[config.mk]
export PLATFORM = sky130hd
export DESIGN_NAME = minirisc_fetch_queue
export DESIGN_NICKNAME = d
export VERILOG_FILES = /design/src/rtl/minirisc_fetch_queue.sv
export SDC_FILE = /design/constraint.sdc
export NUM_CORES = 1
export LEC_CHECK = 0
export ABC_CLOCK_PERIOD_IN_PS = 2860
export BUFFER_PORTS_ARGS = -buffer_cell sky130_fd_sc_hd__buf_4
export CORE_MARGIN = 2
export CORE_UTILIZATION = 42
export CTS_CLUSTER_SIZE = 14
export DETAILED_ROUTE_END_ITERATION = 6
export GPL_TIMING_DRIVEN = 0
export SYNTH_ARGS = -nofsm -noshare
export SYNTH_HDL_FRONTEND = slang
export SYNTH_SLANG_ARGS = --single-unit
[constraint.sdc]
create_clock -name clk -period 2.86 [get_ports clk]
set_input_delay 0.143 -clock clk [delete_from_list [all_inputs] [get_ports clk]]
set_output_delay 0.143 -clock clk [all_outputs]
set_load 0.005 [all_outputs]
[src/rtl/minirisc_fetch_queue.sv]
// Instruction fetch queue between the pad-side word source and the minirisc core.
// Latency: a word accepted at edge N is presented on out_valid/out_data after edge N.
// Backpressure: in_ready drops only when full (no pass-through); out_ready only pops.
module minirisc_fetch_queue #(
  parameter  int WIDTH = 16,
  parameter  int DEPTH = 4,
  localparam int CNT_W = $clog2(DEPTH) + 1
) (
  input  logic             clk,
  input  logic             rst_n,
  input  logic             ena,
  input  logic             flush,
  input  logic             in_valid,
  input  logic [WIDTH-1:0] in_data,
  output logic             in_ready,
  output logic             out_valid,
  output logic [WIDTH-1:0] out_data,
  input  logic             out_ready,
  output logic [CNT_W-1:0] count,
  output logic             overflow
);

  localparam int PTR_W = $clog2(DEPTH);

  logic [WIDTH-1:0] mem [DEPTH];
  logic [PTR_W-1:0] wr_ptr;
  logic [PTR_W-1:0] rd_ptr;
  logic             full;
  logic             push;
  logic             pop;

  // Handshake qualifiers; full is judged from occupancy alone so in_ready ignores out_ready.
  always_comb begin
    full      = (count == CNT_W'(DEPTH));
    in_ready  = ~full;
    out_valid = (count != '0);
    out_data  = out_valid ? mem[rd_ptr] : '0;
    push      = ena & in_valid & in_ready;
    pop       = ena & out_valid & out_ready;
  end

  // Storage write; a flush in the same cycle drops the offered word.
  always_ff @(posedge clk) begin
    if (push && !flush) begin
      mem[wr_ptr] <= in_data;
    end
  end

  // Pointer, occupancy and sticky overflow state; flush outranks push and pop.
  always_ff @(posedge clk or negedge rst_n) begin
    if (!rst_n) begin
      wr_ptr   <= '0;
      rd_ptr   <= '0;
      count    <= '0;
      overflow <= 1'b0;
    end else if (ena) begin
      if (flush) begin
        wr_ptr   <= '0;
        rd_ptr   <= '0;
        count    <= '0;
        overflow <= 1'b0;
      end else begin
        if (push) begin
          wr_ptr <= wr_ptr + PTR_W'(1);
        end
        if (pop) begin
          rd_ptr <= rd_ptr + PTR_W'(1);
        end
        case ({push, pop})
          2'b10:   count <= count + CNT_W'(1);
          2'b01:   count <= count - CNT_W'(1);
          default: count <= count;
        endcase
        if (in_valid && !in_ready) begin
          overflow <= 1'b1;
        end
      end
    end
  end

endmodule
==> Word-level counts from Yosys, hierarchy flattened <==
Memory sizes are Yosys's and may differ from the RTL's.
Index checks and enable logic that the tools add are counted.
{ "word_totals": {"in_bits": 22, "ramBits": 64, "register_bits": 8, "n_memories": 1, "elab_cells": 40} }
{ "op_classes": {"reduce_logical": 12, "eq_ne": 3, "n_addsub": 4, "muxes": 11, "n_bitwise": 5} }
{ "mem_list": {"columns": ["name", "depth", "word_bits", "read_ports", "rd_clocked_by_memory_dff", "wr", "line", "rtl"], "rows": [
  ["mem", 4, 16, 1, 0, 1, "25", "logic [WIDTH-1:0] mem [DEPTH];"]
]} }
{ "op_table": {"columns": ["cell", "n"], "rows": [
  ["two-way mux 16 bit", 1],
  ["two-way mux 2 bit", 4],
  ["AND reduction 2 bit", 4],
  ["one-hot mux 3 bit (2 select lines)", 1],
  ["nonzero test 2 bit", 3],
  ["nonzero test 3 bit", 2],
  ["adder 2 x 1 -> 2 bit (second input constant)", 2],
  ["bitwise AND 1 bit", 4],
  ["two-way mux 1 bit", 4],
  ["adder 3 x 1 -> 3 bit (second input constant)", 1],
  ["== test 3 bit (second input constant)", 1],
  ["two-way mux 3 bit", 1],
  ["subtractor 3 x 1 -> 3 bit (second input constant)", 1],
  ["== test 2 x 1 -> 1 bit (second input constant)", 1],
  ["== test 2 bit (second input constant)", 1],
  ["logical AND 1 bit", 2],
  ["logical NOT 1 bit", 1],
  ["inverter 1 bit", 1]
]} }

==> Logic depth before layout (Yosys ltp) <==
{ "depth": {"word_depth": 6, "mapped_depth": 7, "ltp_nobuf": 7} }

==> Worst setup path before layout <==
Ideal clock, no wire load.
{ "synth_path": {"path_type": "register -> register", "start": "reg count[1]", "end": "reg count[2]", "path_stages_with_launch": 7, "t_arrival_ps": 1877, "path_slack_ps": 857, "synth_period_minus_slack_ps": 2003, "path_cell_list": "dfrtp_1 o311ai_2 a21oi_2 fa_1 a211oi_2 a2111oi_1 a221o_1"} }
{ "synth_via": {"elab_chain_cells": 6, "word_cells_on_any_way": 14, "classes_between": "2 x add/sub; 3 x eq/ne; 2 x mux; 4 x bitwise; 3 x reduce/logical"} }
{ "synth_rtl": {"columns": ["element", "line", "rtl"], "rows": [
  ["start: declaration", "19", "output logic [CNT_W-1:0] count,"],
  ["start signal: assignment", "70", "2'b10: count <= count + CNT_W'(1);"],
  ["start signal: assignment", "71", "2'b01: count <= count - CNT_W'(1);"],
  ["start signal: assignment", "72", "default: count <= count;"],
  ["nonzero test 3 bit or == test 3 bit (tied branches)", "36, 34", null],
  ["bitwise AND 1 bit or inverter 1 bit (tied branches)", "39, 35", null],
  ["bitwise AND 1 bit (on tied branches)", "39, 38", null],
  ["== test 2 x 1 -> 1 bit or == test 2 bit (tied branches)", "69", "case ({push, pop})"],
  ["one-hot mux 3 bit (2 select lines) or nonzero test 3 bit (tied branches)", null, null],
  ["two-way mux 3 bit or AND reduction 2 bit (tied branches)", null, null]
]} }
Parallel ways exist; a longest one is shown, timed or not.
A chain may end at the register's enable or synchronous reset.

==> Final worst setup path <==
{ "layout_path": {"start": "reg count[1]", "end": "out out_data[12]"} }
{ "layout_via": {"elab_chain_cells": 2} }
{ "layout_rtl": {"columns": ["element", "line", "rtl"], "rows": [
  ["nonzero test 3 bit", "36", "out_valid = (count != '0);"],
  ["two-way mux 16 bit", "37", "out_data = out_valid ? mem[rd_ptr] : '0;"],
  ["end: declaration", "17", "output logic [WIDTH-1:0] out_data,"]
]} }
Every way passes these cells.

==> impl_metrics.env <==
export IMPL_grt_pass1_vias=1684
export IMPL_grtUsageTotal_pct=15.0
export IMPL_worst_slew_pin_slew_ns=0.896
export IMPL_slowest_stage="nor3_2"
export IMPL_dieWidth_um=88.4
export IMPL_ys_types=36
export IMPL_fillCellCount=581
export IMPL_max_cap_viol_count=0
export IMPL_synth_area_um2=2990
export IMPL_p_leak_nw=1.35
export IMPL_rows=30
export IMPL_tritoncts="done"
export IMPL_h_tree_depth=3
export IMPL_initial_utilization_pct=43.8
export IMPL_powerDensity_nw_per_um2=725
export IMPL_cts_buffers=9
export IMPL_grt_overflow=0
export IMPL_clk_pin_slew_ns=0.08
export IMPL_hp_class="input port to flip-flop"
export IMPL_crit_fanout=10
export IMPL_cp_cell_sequence="nor3_2, clkbuf_1, nor2b_1, buf_4"
export IMPL_synth_area_per_cell_um2=18.8
export IMPL_worstRegToRegCells=3
export IMPL_grt_max_degree=17
export IMPL_cts_sinks=72
export IMPL_ys_flop_type="edfxtp_1"
export IMPL_drc=0
export IMPL_antennaDiodeCount=0
export IMPL_p_total_w=0.00272
export IMPL_synth_cells=159
export IMPL_syn_nets=186
export IMPL_wl_mm=5.32
export IMPL_ant_nets=0
export IMPL_reg2reg_from="count[2]$_DFFE_PN0P_"
export IMPL_cp_startpoint="count[1]$_DFFE_PN0P_"
export IMPL_synth_enable_flop_cells=64
export IMPL_cts_setup_buffers=0
export IMPL_finalSetupViolations=0
export IMPL_post_drt_via_cell_ratio=4.91
export IMPL_setup_tns_ns=0
export IMPL_dieArea_um2=7820
export IMPL_worst_ep_required_time_ns=2.72
export IMPL_slew_headroom_pct=40.2
export IMPL_drive_gt1_share_pct=37.3
export IMPL_min_delay_path_depth=1
export IMPL_drt_iter0_drc=58
export IMPL_cts_max_path_buffers=2
export IMPL_start_kind="flip-flop"
export IMPL_post_route_period_util_pct=83.1
export IMPL_drv_slew=0
export IMPL_final_area_um2=3760
export IMPL_firstDrtPassIters=4
export IMPL_insertion_delay_ns=0.33
export IMPL_gp_congestion=0.848
export IMPL_portBuffers=42
export IMPL_final_net_count=255
export IMPL_worstSetupEndpointType="output pin"
export IMPL_place_area_um2=3430
export IMPL_ir_drop_mv=0.322
export IMPL_wl_per_cell_um=16.2
export IMPL_rsz0062_at_grt="false"
export IMPL_hold_violations=0
export IMPL_final_setup_skew_ns=0.0104
export IMPL_ios=44
export IMPL_hold_start="in_data[12]"
export IMPL_cts_root_buf="clkbuf_8"
export IMPL_core_um2=6830
export IMPL_via_count=1616
export IMPL_synth_seq_cells=72
export IMPL_antenna_found_initial=0
export IMPL_whs_ns=0.0182
export IMPL_status="finished clean"
export IMPL_critical_path_class="flip-flop to output pin"
export IMPL_period_needed_ns=2.38
export IMPL_critPathArrivalTime_ns=2.23
export IMPL_hpwl_mm=3.50
export IMPL_ys_warn_count=0
export IMPL_area_growth_pct=25.4
export IMPL_async_reset_ff_share_pct=11.1
export IMPL_ys_seq_area_share_pct=70.9
export IMPL_grt_pass1_wl_mm=8.27
export IMPL_slowest_delay_ns=0.63
export IMPL_max_freq_mhz=421
export IMPL_dieHeight_um=88.4
## layout make-up
cell class | count | area, um^2 | share of cell area (%)
clock inverters | 7 | 37.5 | 0.999
inverters | 6 | 22.5 | 0.600
repair buffers | 58 | 475 | 12.7
clock buffers | 9 | 124 | 3.30
flip-flops and latches | 72 | 2120 | 56.5
multi-input cells | 74 | 820 | 21.8
plain buffers | 7 | 35.0 | 0.933
well taps | 96 | 120 | 3.20
## metrics by stage
step                cells  worst slack (ns)  utilization (%)
CTS                   326            0.0651             54.5
floorplan             159             0.857                -
detailed placement    297             0.445             50.2
global route          329             0.334             55.0
global placement      297             0.485             50.2
finish                329             0.483             55.0
## path summary, 6_finish.rpt
check                                             end  slack, ns
max in group asynchronous       rd_ptr[0]$_DFFE_PN0P_       2.55
worst max-delay path                     out_data[12]       0.48
min in group asynchronous        count[0]$_DFFE_PN0P_       0.16
worst min register to register   overflow$_DFFE_PN0P_       0.54
worst max register to register   mem[0][12]$_DFFE_PP_       0.63
worst min-delay path             mem[1][12]$_DFFE_PP_       0.02
## kinds of logic (layout without fill, tap and decap cells)
group | count (synthesis) | after routing | share of synthesized area [%]
XOR/XNOR | 1 | 1 | 0.293
flip-flops | 72 | 72 | 70.9
AO/OA/AOI/OAI | 18 | 18 | 4.85
multiplexers | 19 | 19 | 13.1
buffers and inverters | 13 | 87 | 1.92
adder cells (fa/ha/maj) | 5 | 5 | 2.34
AND/OR/NAND/NOR | 31 | 31 | 6.60
## repair_timing
item / 4_1_cts / 5_1_grt
endpoints found under the setup margin: 0 / 10
gates resized for setup: 0 / 1
hold buffers: 13 / 3
endpoints found under the hold margin: 56 / 12
## routing by layer
layer | GRT usage [%] | part of all wire, % | vias up | wire, um
met5 | 0 | 0 | - | 0
met4 | 6.61 | 1.6 | 0 | 83
met3 | 4.85 | 4.0 | 9 | 215
met2 | 25.1 | 52 | 37 | 2750
met1 | 18.0 | 43 | 809 | 2280
li1 | - | - | 761 | -
## cell usage after synthesis, types with 2 or more instances
cell type  instances  area share (%)
mux2_2             2            0.75
nor2b_1           16             3.3
o22ai_1            2            0.42
ha_1               4             1.7
edfxtp_1          64              64
a21oi_1            4            0.67
o21ai_0            2            0.33
nor2_1             3            0.38
inv_1              5            0.63
buf_2              4            0.67
nand2_1            2            0.25
mux4_2            16              12
and2_1             5             1.0
dfrtp_1            8             6.7
## sequential cells by signal, summed over array words and instances (netlist names)
signal    count
count         3
mem          64
overflow      1
rd_ptr        2
wr_ptr        2
## cell usage in the layout (no fill, tap or decap), types with 3 or more instances in the layout
master	instances
buf_2	4
ha_1	4
a21oi_1	4
dlygate4sd3_1	16
edfxtp_1	64
clkbuf_8	9
inv_1	5
dfrtp_1	8
nor2b_1	16
clkinv_1	3
mux4_2	16
and2_1	5
buf_4	43
nor2_1	3
## critical path: cells and delay by family (launching register included)
family,cells,cell delay [ns]
and+or+nand+nor,2,0.75
DFF,1,0.51
buffers and inverters,2,0.63
## power breakdown
part	switching [W]	internal, W	leakage, nW
registers	0.0000631	0.00123	0.684
clock network	0.000353	0.000305	0.0819
logic	0.000355	0.000420	0.579
No activity file was read; power rests on OpenSTA's default activity.
